File: config.mk
export PLATFORM = sky130hd
export DESIGN_NAME = mbe_mult_arbiter
export DESIGN_NICKNAME = d
export VERILOG_FILES = /design/src/rtl/mbe_mult_arbiter.sv
export SDC_FILE = /design/constraint.sdc
export NUM_CORES = 1
export LEC_CHECK = 0
export ABC_AREA = 1
export CAP_MARGIN = 10
export CORE_ASPECT_RATIO = 0.6
export CORE_MARGIN = 2
export CORE_UTILIZATION = 64
export DETAILED_ROUTE_END_ITERATION = 10
export PLACE_DENSITY = 0.89
export SYNTH_ARGS = -nofsm -noshare
export SYNTH_HDL_FRONTEND = slang
export SYNTH_HIERARCHICAL = 1
export SYNTH_SLANG_ARGS = --single-unit
File: constraint.sdc
create_clock -name clk -period 8.96 [get_ports clk]
set_input_delay 2.688 -clock clk [delete_from_list [all_inputs] [get_ports clk]]
set_output_delay 2.688 -clock clk [all_outputs]
set_load 0.05 [all_outputs]
File: src/rtl/mbe_mult_arbiter.sv
// Two-requester round-robin front end for a shared 11x11 radix-4 Booth mantissa multiplier,
// with credit-based issue and per-requester FWFT response FIFOs. Define MBE_MULT_ARB_STATS_EN for counters.

module mbe_rad4_mult (
  input  logic [10:0] a,
  input  logic [10:0] b,
  output logic [21:0] product
);
  logic [12:0] bx;
  logic [21:0] acc;
  logic [21:0] pp;
  logic [2:0]  grp;

  // Product fits in 22 bits, so modulo-2^22 accumulation of signed partial products is exact.
  always_comb begin
    bx  = {1'b0, b, 1'b0};
    acc = '0;
    pp  = '0;
    grp = '0;
    for (int unsigned j = 0; j < 6; j++) begin
      grp = bx[2*j +: 3];
      case (grp)
        3'b001, 3'b010: pp = {11'b0, a};
        3'b011:         pp = {10'b0, a, 1'b0};
        3'b100:         pp = ~{10'b0, a, 1'b0} + 22'd1;
        3'b101, 3'b110: pp = ~{11'b0, a} + 22'd1;
        default:        pp = '0;
      endcase
      acc = acc + (pp << (2*j));
    end
    product = acc;
  end
endmodule

module mbe_mult_arbiter #(
  parameter int unsigned PIPE_STAGES = 2,
  parameter int unsigned FIFO_DEPTH  = 4,
  parameter int unsigned TAG_W       = 4
) (
  input  logic                  clk,
  input  logic                  rst,
`ifdef MBE_MULT_ARB_STATS_EN
  input  logic                  stat_clear,
  output logic [1:0][15:0]      stat_grants,
  output logic [1:0][15:0]      stat_stalls,
`endif
  input  logic [1:0]            req_valid,
  output logic [1:0]            req_ready,
  input  logic [1:0][10:0]      req_a,
  input  logic [1:0][10:0]      req_b,
  input  logic [1:0][TAG_W-1:0] req_tag,
  output logic [1:0]            rsp_valid,
  input  logic [1:0]            rsp_ready,
  output logic [1:0][21:0]      rsp_product,
  output logic [1:0][TAG_W-1:0] rsp_tag
);
  localparam int unsigned PW = $clog2(FIFO_DEPTH);
  localparam int unsigned CW = PW + 1;

  logic [1:0]       eligible;
  logic [1:0]       grant;
  logic             rr;

  logic             s0_valid;
  logic             s0_owner;
  logic [10:0]      s0_a;
  logic [10:0]      s0_b;
  logic [TAG_W-1:0] s0_tag;
  logic [21:0]      mult_p;

  logic             fin_valid;
  logic             fin_owner;
  logic [TAG_W-1:0] fin_tag;
  logic [21:0]      fin_product;

  always_comb begin
    grant = '0;
    if (!rst) begin
      if (eligible == 2'b11) grant[rr] = 1'b1;
      else                   grant     = eligible;
    end
  end

  assign req_ready = grant;

  always_ff @(posedge clk) begin
    if (rst)           rr <= 1'b0;
    else if (grant[0]) rr <= 1'b1;
    else if (grant[1]) rr <= 1'b0;
  end

  always_ff @(posedge clk) begin
    if (rst) begin
      s0_valid <= 1'b0;
      s0_owner <= 1'b0;
      s0_a     <= '0;
      s0_b     <= '0;
      s0_tag   <= '0;
    end else begin
      s0_valid <= |grant;
      if (|grant) begin
        s0_owner <= grant[1];
        s0_a     <= req_a[grant[1]];
        s0_b     <= req_b[grant[1]];
        s0_tag   <= req_tag[grant[1]];
      end
    end
  end

  mbe_rad4_mult u_mult (
    .a       (s0_a),
    .b       (s0_b),
    .product (mult_p)
  );

  // The FIFO write is the last of the PIPE_STAGES product registers, so only
  // PIPE_STAGES-1 explicit stages sit between the multiplier and the FIFOs.
  if (PIPE_STAGES == 1) begin : g_direct
    assign fin_valid   = s0_valid;
    assign fin_owner   = s0_owner;
    assign fin_tag     = s0_tag;
    assign fin_product = mult_p;
  end else begin : g_pipe
    localparam int unsigned N = PIPE_STAGES - 1;
    logic [N-1:0]            v;
    logic [N-1:0]            own;
    logic [N-1:0][TAG_W-1:0] tg;
    logic [N-1:0][21:0]      pr;

    always_ff @(posedge clk) begin
      if (rst) begin
        v   <= '0;
        own <= '0;
        tg  <= '0;
        pr  <= '0;
      end else begin
        v[0]   <= s0_valid;
        own[0] <= s0_owner;
        tg[0]  <= s0_tag;
        pr[0]  <= mult_p;
        for (int unsigned k = 1; k < N; k++) begin
          v[k]   <= v[k-1];
          own[k] <= own[k-1];
          tg[k]  <= tg[k-1];
          pr[k]  <= pr[k-1];
        end
      end
    end

    assign fin_valid   = v[N-1];
    assign fin_owner   = own[N-1];
    assign fin_tag     = tg[N-1];
    assign fin_product = pr[N-1];
  end

  for (genvar i = 0; i < 2; i++) begin : g_req
    logic [CW-1:0]                   inflight_q;
    logic [CW-1:0]                   count_q;
    logic [PW-1:0]                   wr_ptr;
    logic [PW-1:0]                   rd_ptr;
    logic [FIFO_DEPTH-1:0][21:0]     mem_p;
    logic [FIFO_DEPTH-1:0][TAG_W-1:0] mem_t;
    logic                            push;
    logic                            pop;
    logic                            head_valid;

    assign push        = fin_valid && (fin_owner == 1'(i));
    assign head_valid  = (count_q != '0);
    assign pop         = head_valid && rsp_ready[i];
    assign eligible[i] = req_valid[i] && ((inflight_q + count_q) < CW'(FIFO_DEPTH));

    always_ff @(posedge clk) begin
      if (rst) begin
        inflight_q <= '0;
        count_q    <= '0;
        wr_ptr     <= '0;
        rd_ptr     <= '0;
      end else begin
        if (grant[i] && !push)      inflight_q <= inflight_q + 1'b1;
        else if (!grant[i] && push) inflight_q <= inflight_q - 1'b1;
        if (push && !pop)           count_q    <= count_q + 1'b1;
        else if (!push && pop)      count_q    <= count_q - 1'b1;
        if (push)                   wr_ptr     <= wr_ptr + 1'b1;
        if (pop)                    rd_ptr     <= rd_ptr + 1'b1;
      end
    end

    always_ff @(posedge clk) begin
      if (push) begin
        mem_p[wr_ptr] <= fin_product;
        mem_t[wr_ptr] <= fin_tag;
      end
    end

    assign rsp_valid[i]   = head_valid;
    assign rsp_product[i] = head_valid ? mem_p[rd_ptr] : '0;
    assign rsp_tag[i]     = head_valid ? mem_t[rd_ptr] : '0;

    a_no_overflow: assert property (@(posedge clk) disable iff (rst)
      !(push && !pop && (count_q == CW'(FIFO_DEPTH))));

`ifdef MBE_MULT_ARB_STATS_EN
    logic [15:0] grants_q;
    logic [15:0] stalls_q;

    always_ff @(posedge clk) begin
      if (rst || stat_clear) begin
        grants_q <= '0;
        stalls_q <= '0;
      end else begin
        if (grant[i] && (grants_q != '1))                  grants_q <= grants_q + 1'b1;
        if (req_valid[i] && !grant[i] && (stalls_q != '1)) stalls_q <= stalls_q + 1'b1;
      end
    end

    assign stat_grants[i] = grants_q;
    assign stat_stalls[i] = stalls_q;
`endif
  end
endmodule

==> results of run 1 <==
cell families (layout without fill, tap and decap cells):
family,Yosys count,after routing,synth area share [%]
xor+xnor,21,21,1.22
fa+ha+maj,105,105,11.3
flops,285,285,49.8
buf+inv,273,378,6.90
simple gates,579,579,15.8
compound gates,408,408,15.0
cell usage after synthesis, types with 7 or more instances:
library cell    n  area, µm²
nor2_1        323       1210
edfxtp_1      208       6250
o21ai_0       181        906
inv_1         175        657
nand2_1       152        571
a21oi_1       110        551
dfxtp_1        77       1540
fa_1           60       1200
nand3_1        52        260
clkbuf_1       51        191
o22ai_1        47        294
ha_1           45        563
o221ai_1       18        158
inv_2          15       56.3
a21boi_0       14        105
xor2_1         14        123
nand2_2        12       75.1
clkinv_1       10       37.5
a21boi_1        8       60.1
buf_2           7       35.0
nor2_2          7       43.8
cell type report:
type                    count  area [µm²]  share of cell area, %
flip-flops and latches    285        7790                   43.6
inverters                 202         762                   4.27
repair buffers            130        1270                   7.09
clock inverters            12         123                  0.687
clock buffers              34         699                   3.92
multi-input cells        1113        6820                   38.2
well taps                 322         403                   2.26
layout by cell type, fill, tap and decap left out, types with 47 or more instances in the layout:
master	n
a21oi_1	110
clkdlybuf4s50_1	111
dfxtp_1	77
edfxtp_1	208
fa_1	60
inv_1	175
nand2_1	152
nand3_1	52
nor2_1	315
o21ai_0	181
o22ai_1	47
path summary, 6_finish.rpt:
check / from / end / slack (ps) / depth (start not counted)
worst max-delay path: rst / req_ready[1] / 1760 / 7
worst max register to register: s0_a[1]$_SDFFE_PP0P_ / fin_product[16]$_SDFF_PP0_ / 2880 / 25
worst min-delay path: s0_valid$_SDFF_PP0_ / fin_valid$_SDFF_PP0_ / 410 / 2
worst min register to register: s0_valid$_SDFF_PP0_ / fin_valid$_SDFF_PP0_ / 410 / 2
routing by layer:
metal	part of all wire, %	wire, µm
met5	0	0
met4	1.6	713
met3	13	5720
met2	43	18900
met1	42	18100
per-stage QoR:
| stage | setup slack [ps] | hold WS (ps) | instance area [µm²] |
|---|---|---|---|
| 3_3_place_gp | 1870 | 399 | 17000 |
| 6_report | 1760 | 412 | 17900 |
| 5_1_grt | 1640 | 461 | 17900 |
| 4_1_cts | 1770 | 413 | 17900 |
| 3_5_place_dp | 1780 | 404 | 17000 |
| 2_1_floorplan | 2680 | 388 | 15600 |
worst reg2reg max path, delay by kind of cell, from the launching register on:
family,cells,cell delay [ps]
flip-flops,1,490
buffers and inverters,5,780
AO/OA/AOI/OAI,4,910
adder cells (fa/ha/maj),5,2330
XOR/XNOR,1,200
AND/OR/NAND/NOR,10,1300
flip-flops by register name, indices dropped and copies added (netlist names):
signal / flops
fin_owner: 1
rr: 1
s0_tag: 4
fin_valid: 1
s0_b: 11
s0_a: 11
g_req.rd_ptr: 4
s0_owner: 1
g_req.mem_t: 32
g_req.mem_p: 176
g_req.inflight_q: 6
g_req.wr_ptr: 4
fin_tag: 4
fin_product: 22
s0_valid: 1
g_req.count_q: 6
==> impl_metrics.json, run 1 <==
{
  "core.rowCount": 44,
  "period_share_pct": 80.4,
  "setup_viol": 0,
  "clockBufferDepth": 3,
  "worst-endpoint-required_ps": 6270,
  "seq_area_frac_synth_pct": 49.8,
  "synth_cells": 1671,
  "instances_no_fill": 2098,
  "cp-start-kind": "input port",
  "cts_resized": 0,
  "maxCapViolCount": 0,
  "htreeDepth": 1,
  "clock-root-buffer": "clkbuf_16",
  "final_hold_viol_count": 0,
  "dp_cells": 2052,
  "drt_first_iter_violations": 1915,
  "met1_usage_pct": 50.7,
  "maxSlewHeadroom_pct": 36.9,
  "worstSkewPairLatency_ps": 540,
  "syn_area_um2": 15600,
  "critical_path_class": "input port to primary output",
  "grtUsageMet2_pct": 51.4,
  "ys_ff_latch": 285,
  "yosysWarningCount": 6,
  "cp_slowest_cell": "clkdlybuf4s50_1",
  "crit_top_cell": "buf_4",
  "wire_per_inst_um": 20.7,
  "clock-sinks": 285,
  "worst_slew_pin_slew_ps": 944,
  "busiest_layer": "met2",
  "worstPathArrival_ps": 4510,
  "ant_nets": 0,
  "dr.pass1.iters": 6,
  "synthDistinctLibCells": 51,
  "syn_to_final_growth_pct": 14.2,
  "cts-hold-fix-buffers": 0,
  "diodes": 0,
  "tritoncts": "yes",
  "status": "complete, no violations",
  "finClkSkew_ps": 12.7,
  "final_core_util_pct": 74.2,
  "num_vias": 12900,
  "fp.dieW_um": 206,
  "syn_area_per_cell_um2": 9.35,
  "synthArstFlopShare_pct": 0,
  "gp_congestion": 1.05,
  "syn_nets": 1834,
  "yosys_most_used_dff": "edfxtp_1",
  "rsz0062_at_grt": "false",
  "die_h_um": 125,
  "clk_pin_slew_ps": 60,
  "dieArea_um2": 25700,
  "grt_start_max_net_pins": 55,
  "drt_wl_total_um": 43500,
  "postCtsSetupRepairBufs": 0,
  "port_buffers": 113,
  "grt_usage_pct": 34.2,
  "final_nets": 1920,
  "critPathTopFamily": "buffers and inverters",
  "hp-class": "flip-flop to flip-flop",
  "drive_gt1_share_pct": 7.15,
  "fmax_mhz": 139,
  "fillCellCount": 1642,
  "grt_first_pass_wirelength_um": 67200,
  "path_max_fanout": 49,
  "path_cells": "clkdlybuf4s50_1 > buf_4 > nor2_4 > buf_4 > nand2_1 > inv_1 > buf_4",
  "tns_ps": 0,
  "start_util_pct": 65.0,
  "antenna_found_initial": 0,
  "numCtsBuffers": 25,
  "synth_edf_count": 208,
  "timing.critical_path.buf_inv": 5,
  "hpwl_um": 29900,
  "globalRoute.totalOverflow": 0,
  "drc": 0,
  "grt_util_met3_pct": 8.71,
  "cp-end-kind": "primary output",
  "grt_pass1_vias": 12500,
  "io_pins": 114,
  "finalCriticalPeriod_ps": 7200,
  "drv_slew": 0,
  "via_per_inst": 6.15,
  "slowest_delay_ps": 390,
  "fp.coreArea_um2": 24100
}
Power of run 1 is left out: the tool's default activity adds up to more than one toggle a clock period on the data nets, which glitch-free logic cannot reach.
==> inputs of run 2 (changes only) <==
--- a/config.mk
+++ b/config.mk
@@ -9,9 +9,9 @@
 export CAP_MARGIN = 10
 export CORE_ASPECT_RATIO = 0.6
 export CORE_MARGIN = 2
-export CORE_UTILIZATION = 64
+export CORE_UTILIZATION = 54
 export DETAILED_ROUTE_END_ITERATION = 10
-export PLACE_DENSITY = 0.89
+export PLACE_DENSITY = 0.8
 export SYNTH_ARGS = -nofsm -noshare
 export SYNTH_HDL_FRONTEND = slang
 export SYNTH_HIERARCHICAL = 1
==> constraint.sdc (replaced) <==
create_clock -name clk -period 6.2 [get_ports clk]
set_input_delay 1.86 -clock clk [delete_from_list [all_inputs] [get_ports clk]]
set_output_delay 1.86 -clock clk [all_outputs]
set_load 0.05 [all_outputs]
==> run 2 against run 1 <==
  * Global-route usage down 3.7 points
  * Cell area up 1.4%
  * Clock skew up 2.0 ps
  * First-iteration DRC count down 25%
  * Non-clock buffer count up 11
  * Worst hold slack worse by 7.7 ps
  * Die area up 18%
  * Largest cell class unchanged
==> impl_metrics.json, run 2 (synthesis gave the netlist of run 1 again) <==
{
  "status": "complete, no violations",
  "drt_wl_total_um": 45800,
  "tns_ps": 0,
  "final_nets": 1932,
  "htreeDepth": 1,
  "antenna_found_initial": 0,
  "finClkSkew_ps": 14.7,
  "fp.coreArea_um2": 28600,
  "layout_commonest_cell": "nor2_1",
  "grt_usage_pct": 30.6,
  "dieArea_um2": 30400,
  "clock-root-buffer": "clkbuf_16",
  "tritoncts": "yes",
  "critPathTopFamily": "adder cells",
  "path_max_fanout": 10,
  "port_buffers": 113,
  "period_share_pct": 90.3,
  "cp-end-kind": "flip-flop",
  "drc": 0,
  "slowest_delay_ps": 520,
  "setup_viol": 0,
  "fmax_mhz": 179,
  "worstPathArrival_ps": 6070,
  "clk_pin_slew_ps": 70,
  "timing.critical_path.buf_inv": 5,
  "cts-hold-fix-buffers": 0,
  "hold_path_depth": 2,
  "final_hold_viol_count": 0,
  "worstSkewPairLatency_ps": 550,
  "cp-start-kind": "flip-flop",
  "grtUsageMet2_pct": 44.4,
  "dr.pass1.iters": 5,
  "clockBufferDepth": 3,
  "maxCapViolCount": 0,
  "finalCriticalPeriod_ps": 5600,
  "layout_common_cells": "nor2_1 (315), edfxtp_1 (208), o21ai_0 (181), inv_1 (175), nand2_1 (152)",
  "start_util_pct": 54.7,
  "drt_first_iter_violations": 1438,
  "max_flop_register": "g_req.mem_p",
  "cp_slowest_cell": "fa_1",
  "gp_congestion": 1.01,
  "drv_slew": 0,
  "core.rowCount": 48,
  "hpwl_um": 32500,
  "largest_register_ffs": 176,
  "grt_util_met3_pct": 7.68,
  "fp.dieW_um": 224,
  "wire_per_inst_um": 21.1,
  "worst_slew_pin_slew_ps": 1080,
  "via_per_inst": 5.83,
  "worst-endpoint-required_ps": 6670,
  "r2r_cells": 25,
  "rsz0062_at_grt": "false",
  "ant_nets": 0,
  "critical_path_class": "flip-flop to flip-flop",
  "hp-class": "flip-flop to flip-flop",
  "diodes": 0,
  "postCtsSetupRepairBufs": 0,
  "maxSlewHeadroom_pct": 27.9,
  "grt_first_pass_wirelength_um": 69900,
  "busiest_layer": "met1",
  "cts_resized": 0,
  "die_h_um": 136,
  "numCtsBuffers": 26,
  "globalRoute.totalOverflow": 0,
  "clock-sinks": 285,
  "io_pins": 114,
  "drive_gt1_share_pct": 7.83,
  "met1_usage_pct": 46.3,
  "critical_path_cell_count": 25,
  "grt_pass1_vias": 12100,
  "syn_to_final_growth_pct": 15.8,
  "grt_start_max_net_pins": 54,
  "num_vias": 12600
}
run 2: changes by cell type in the layout (fill, tap and decap cells not counted), sizes merged:
cell / change
clkbuf: -1
bufinv: +3
buf: +11
clkinvlp: +1
inv: -1
run 2: final cells by class:
cell class	instances	area [µm²]
inverter	202	762
clock inverter	15	215
clock buffer	33	708
tap	375	469
sequential	285	7790
timing repair buffer	141	1360
multi-input combinational	1113	6800
fill	2297	10500
run 2: per-stage QoR:
stage / cells / hold slack (ps) / util, % / worst slack, ps / cell area (µm²)
after global placement: 2116 / 399 / 60.1 / 806 / 17200
after global routing: 2164 / 419 / 63.3 / 249 / 18100
final: 2164 / 404 / 63.3 / 599 / 18100
after CTS: 2164 / 407 / 63.3 / 704 / 18100
after detailed placement: 2116 / 396 / 60.1 / 799 / 17200
after floorplan: 1671 / 388 / - / 1320 / 15600
run 2: per-layer routing:
metal  wire length, µm  share of wire, %
met5                52              0.11
met4               764               1.7
met3              4840                11
met2             19000                42
met1             21100                46
run 2: worst paths after layout:
path	startpoint	endpoint	slack (ps)
setup / recovery	s0_a[1]$_SDFFE_PP0P_	fin_product[16]$_SDFF_PP0_	600
hold / removal	s0_valid$_SDFF_PP0_	fin_valid$_SDFF_PP0_	400
setup reg to reg	s0_a[1]$_SDFFE_PP0P_	fin_product[16]$_SDFF_PP0_	600
hold reg to reg	s0_valid$_SDFF_PP0_	fin_valid$_SDFF_PP0_	400
run 2: tightest hold or removal path: cells and delay by family, from the launching register on:
family                 cells  cell delay (ps)
DFF                        1              300
buffers and inverters      1               40
and+or+nand+nor            1               30
Power of run 2 is left out for the same reason.
==> inputs of run 3 (changes only) <==
--- a/config.mk
+++ b/config.mk
@@ -5,12 +5,12 @@
 export SDC_FILE = /design/constraint.sdc
 export NUM_CORES = 1
 export LEC_CHECK = 0
-export ABC_AREA = 1
 export CAP_MARGIN = 10
 export CORE_ASPECT_RATIO = 0.6
 export CORE_MARGIN = 2
 export CORE_UTILIZATION = 54
 export DETAILED_ROUTE_END_ITERATION = 10
+export GPL_ROUTABILITY_DRIVEN = 0
 export PLACE_DENSITY = 0.8
 export SYNTH_ARGS = -nofsm -noshare
 export SYNTH_HDL_FRONTEND = slang
==> run 3 against run 2 <==
  * Register-to-register slack worse by 390 ps
  * Fmax decreased by 6.5%
  * Via count shrank 5.0%
  * Global-route usage fell by 2.3 points
  * Synthesized area up 5.6%
  * Critical path depth decreased by 4
  * Clock skew shrank 2.7 ps
  * Cell count fell by 11%
  * Setup slack got worse by 390 ps
  * First-iteration DRC count is 17% higher
  * Non-clock buffer count rose by 27
  * Core utilization is 0.30 points lower
  * Largest cell class is now multi-input gates
  * Highest routed layer unchanged
==> impl_metrics.json, run 3 <==
{
  "clock-sinks": 285,
  "syn_area_per_cell_um2": 11.7,
  "yosys_most_used_dff": "edfxtp_1",
  "numCtsBuffers": 26,
  "fp.dieW_um": 230,
  "seq_area_frac_synth_pct": 47.2,
  "dieArea_um2": 32000,
  "largest_register_ffs": 176,
  "synthArstFlopShare_pct": 0,
  "layout_common_cells": "edfxtp_1 (208), clkdlybuf4s50_1 (111), nor2_1 (102), nand2_1 (98), o21ai_0 (78)",
  "fmax_mhz": 167,
  "period_share_pct": 96.6,
  "slowest_delay_ps": 560,
  "cp-end-kind": "flip-flop",
  "synth_top_area_cell": "edfxtp_1",
  "synth_edf_count": 208,
  "fp.coreArea_um2": 30000,
  "synth_top_cells_by_count": "edfxtp_1 (208), nor2_1 (102), nand2_1 (98)",
  "hp-class": "flip-flop to flip-flop",
  "maxSlewHeadroom_pct": 27.0,
  "via_per_inst": 6.23,
  "core.rowCount": 49,
  "grt_start_max_net_pins": 78,
  "clockBufferDepth": 3,
  "drc": 0,
  "rsz0062_at_grt": "false",
  "hold_ws_ps": 446,
  "port_buffers": 113,
  "globalRoute.totalOverflow": 0,
  "worst-endpoint-required_ps": 6600,
  "place_worst_setup_slack_ps": 358,
  "status": "complete, no violations",
  "ant_nets": 0,
  "drt_first_iter_violations": 1678,
  "setup_viol": 0,
  "htreeDepth": 1,
  "grt_pass1_vias": 11700,
  "path_cells": "nor2_2 > nand2_1 > or3_1 > xnor2_1 > mux2i_1 > o21ai_0 > o21ai_0 > fa_1 > fa_1 > inv_1 > fa_1 > inv_1 > ha_1 > and3_1 > and3_1 > a211oi_1 > buf_4 > o21bai_1 > a21o_1 > xor2_1 > nor2b_1",
  "path_max_fanout": 10,
  "postCtsSetupRepairBufs": 0,
  "finalCriticalPeriod_ps": 5990,
  "finClkSkew_ps": 12.0,
  "start_util_pct": 54.9,
  "clock-root-buffer": "clkbuf_16",
  "die_h_um": 139,
  "maxCapViolCount": 0,
  "layout_commonest_cell": "edfxtp_1",
  "syn_area_um2": 16500,
  "yosysWarningCount": 6,
  "synthDistinctLibCells": 77,
  "synth.top_cells.by_area": "edfxtp_1 (38%), dfxtp_1 (9.3%), fa_1 (7.3%), mux4_2 (7.2%), ha_1 (3.4%)",
  "max_flop_register": "g_req.mem_p",
  "worstPathArrival_ps": 6390,
  "drive_gt1_share_pct": 12.9,
  "syn_to_final_growth_pct": 14.7,
  "setup_slack_ps": 211,
  "ys_ff_latch": 285,
  "yosys.area.top_type_share_pct": 37.8,
  "num_vias": 12000,
  "wire_per_inst_um": 23.3,
  "cp_slowest_cell": "fa_1",
  "hpwl_um": 31100,
  "synth.most_common_cell": "edfxtp_1",
  "antenna_found_initial": 2,
  "syn_nets": 1578,
  "synth_cells": 1415,
  "tns_ps": 0,
  "dr.pass1.iters": 7,
  "io_pins": 114,
  "grt_first_pass_wirelength_um": 69100,
  "worstSkewPairLatency_ps": 540,
  "critical_path_class": "flip-flop to flip-flop",
  "final_nets": 1661,
  "clk_pin_slew_ps": 70,
  "crit_top_cell": "fa_1",
  "grt_usage_pct": 28.3,
  "diodes": 0,
  "drv_slew": 0,
  "final_hold_viol_count": 0,
  "tritoncts": "yes",
  "drt_wl_total_um": 44800,
  "worst_slew_pin_slew_ps": 1100,
  "cp-start-kind": "flip-flop"
}
## run 3: changes by cell type in the layout (fill, tap and decap cells not counted), sizes merged, moves of 31 or more
cell | before | now
a211oi | 1 | 34
o22ai | 47 | 7
nor2 | 337 | 104
mux4 | 0 | 53
nand2 | 168 | 99
o21ai | 183 | 83
mux2i | 0 | 50
a21oi | 110 | 78
nand3 | 56 | 9
and2 | 0 | 60
nor2b | 0 | 31
inv | 192 | 79
## run 3: repair_timing
item / in CTS / in global routing
hold buffers: 0 / 0
endpoints found under the hold margin: 0 / 0
setup endpoints to repair: 0 / 3
resized for setup: 0 / 3
## run 3: cell families after synthesis
family / after synthesis / synth area share [%]
simple gates: 348 / 10.5
compound gates: 307 / 12.1
flops: 285 / 47.2
buf+inv: 192 / 4.90
mux: 111 / 10.8
fa+ha+maj: 105 / 10.7
xor+xnor: 67 / 3.84
## run 3: stage by stage
stage,std cells,cell area [µm²],utilization (%)
CTS,1926,18900,63.0
floorplan,1415,16500,-
global route,1926,18900,63.0
detailed placement,1878,18100,60.1
global placement,1878,18100,60.1
finish,1926,18900,63.0
## run 3: worst paths after layout
kind | start | end | slack, ps | depth (start not counted)
worst min-delay path | s0_valid$_SDFF_PP0_ | fin_valid$_SDFF_PP0_ | 450 | 1
worst max-delay path | s0_a[2]$_SDFFE_PP0P_ | fin_product[18]$_SDFF_PP0_ | 210 | 21
worst min register to register | s0_valid$_SDFF_PP0_ | fin_valid$_SDFF_PP0_ | 450 | 1
worst max register to register | s0_a[2]$_SDFFE_PP0P_ | fin_product[18]$_SDFF_PP0_ | 210 | 21
## run 3: routing by layer
metal  global-route usage [%]  up-vias  routed length, µm
met2                     41.1      700              18900
met3                     10.5      119               5860
met5                     1.04        -                 69
met1                     41.1     5912              19100
met4                     4.86        6                892
li1                         -     5256                  -
## run 3: critical path, delay by kind of cell, from the launching register on
family	cells	cell delay (ps)
buf+inv	3	290
simple gates	6	1700
xor+xnor	2	340
compound gates	5	950
fa+ha+maj	4	1940
mux	1	150
flops	1	490
## run 3: cell type report
| class | count | area, µm² |
|---|---|---|
| Inverter | 79 | 297 |
| Clock inverter | 13 | 123 |
| Sequential cell | 285 | 7790 |
| Tap cell | 408 | 510 |
| Timing Repair Buffer | 168 | 1540 |
| Fill cell | 2213 | 11100 |
| Multi-Input combinational cell | 938 | 7940 |
| Clock buffer | 35 | 736 |
Power of run 3 is left out for the same reason.
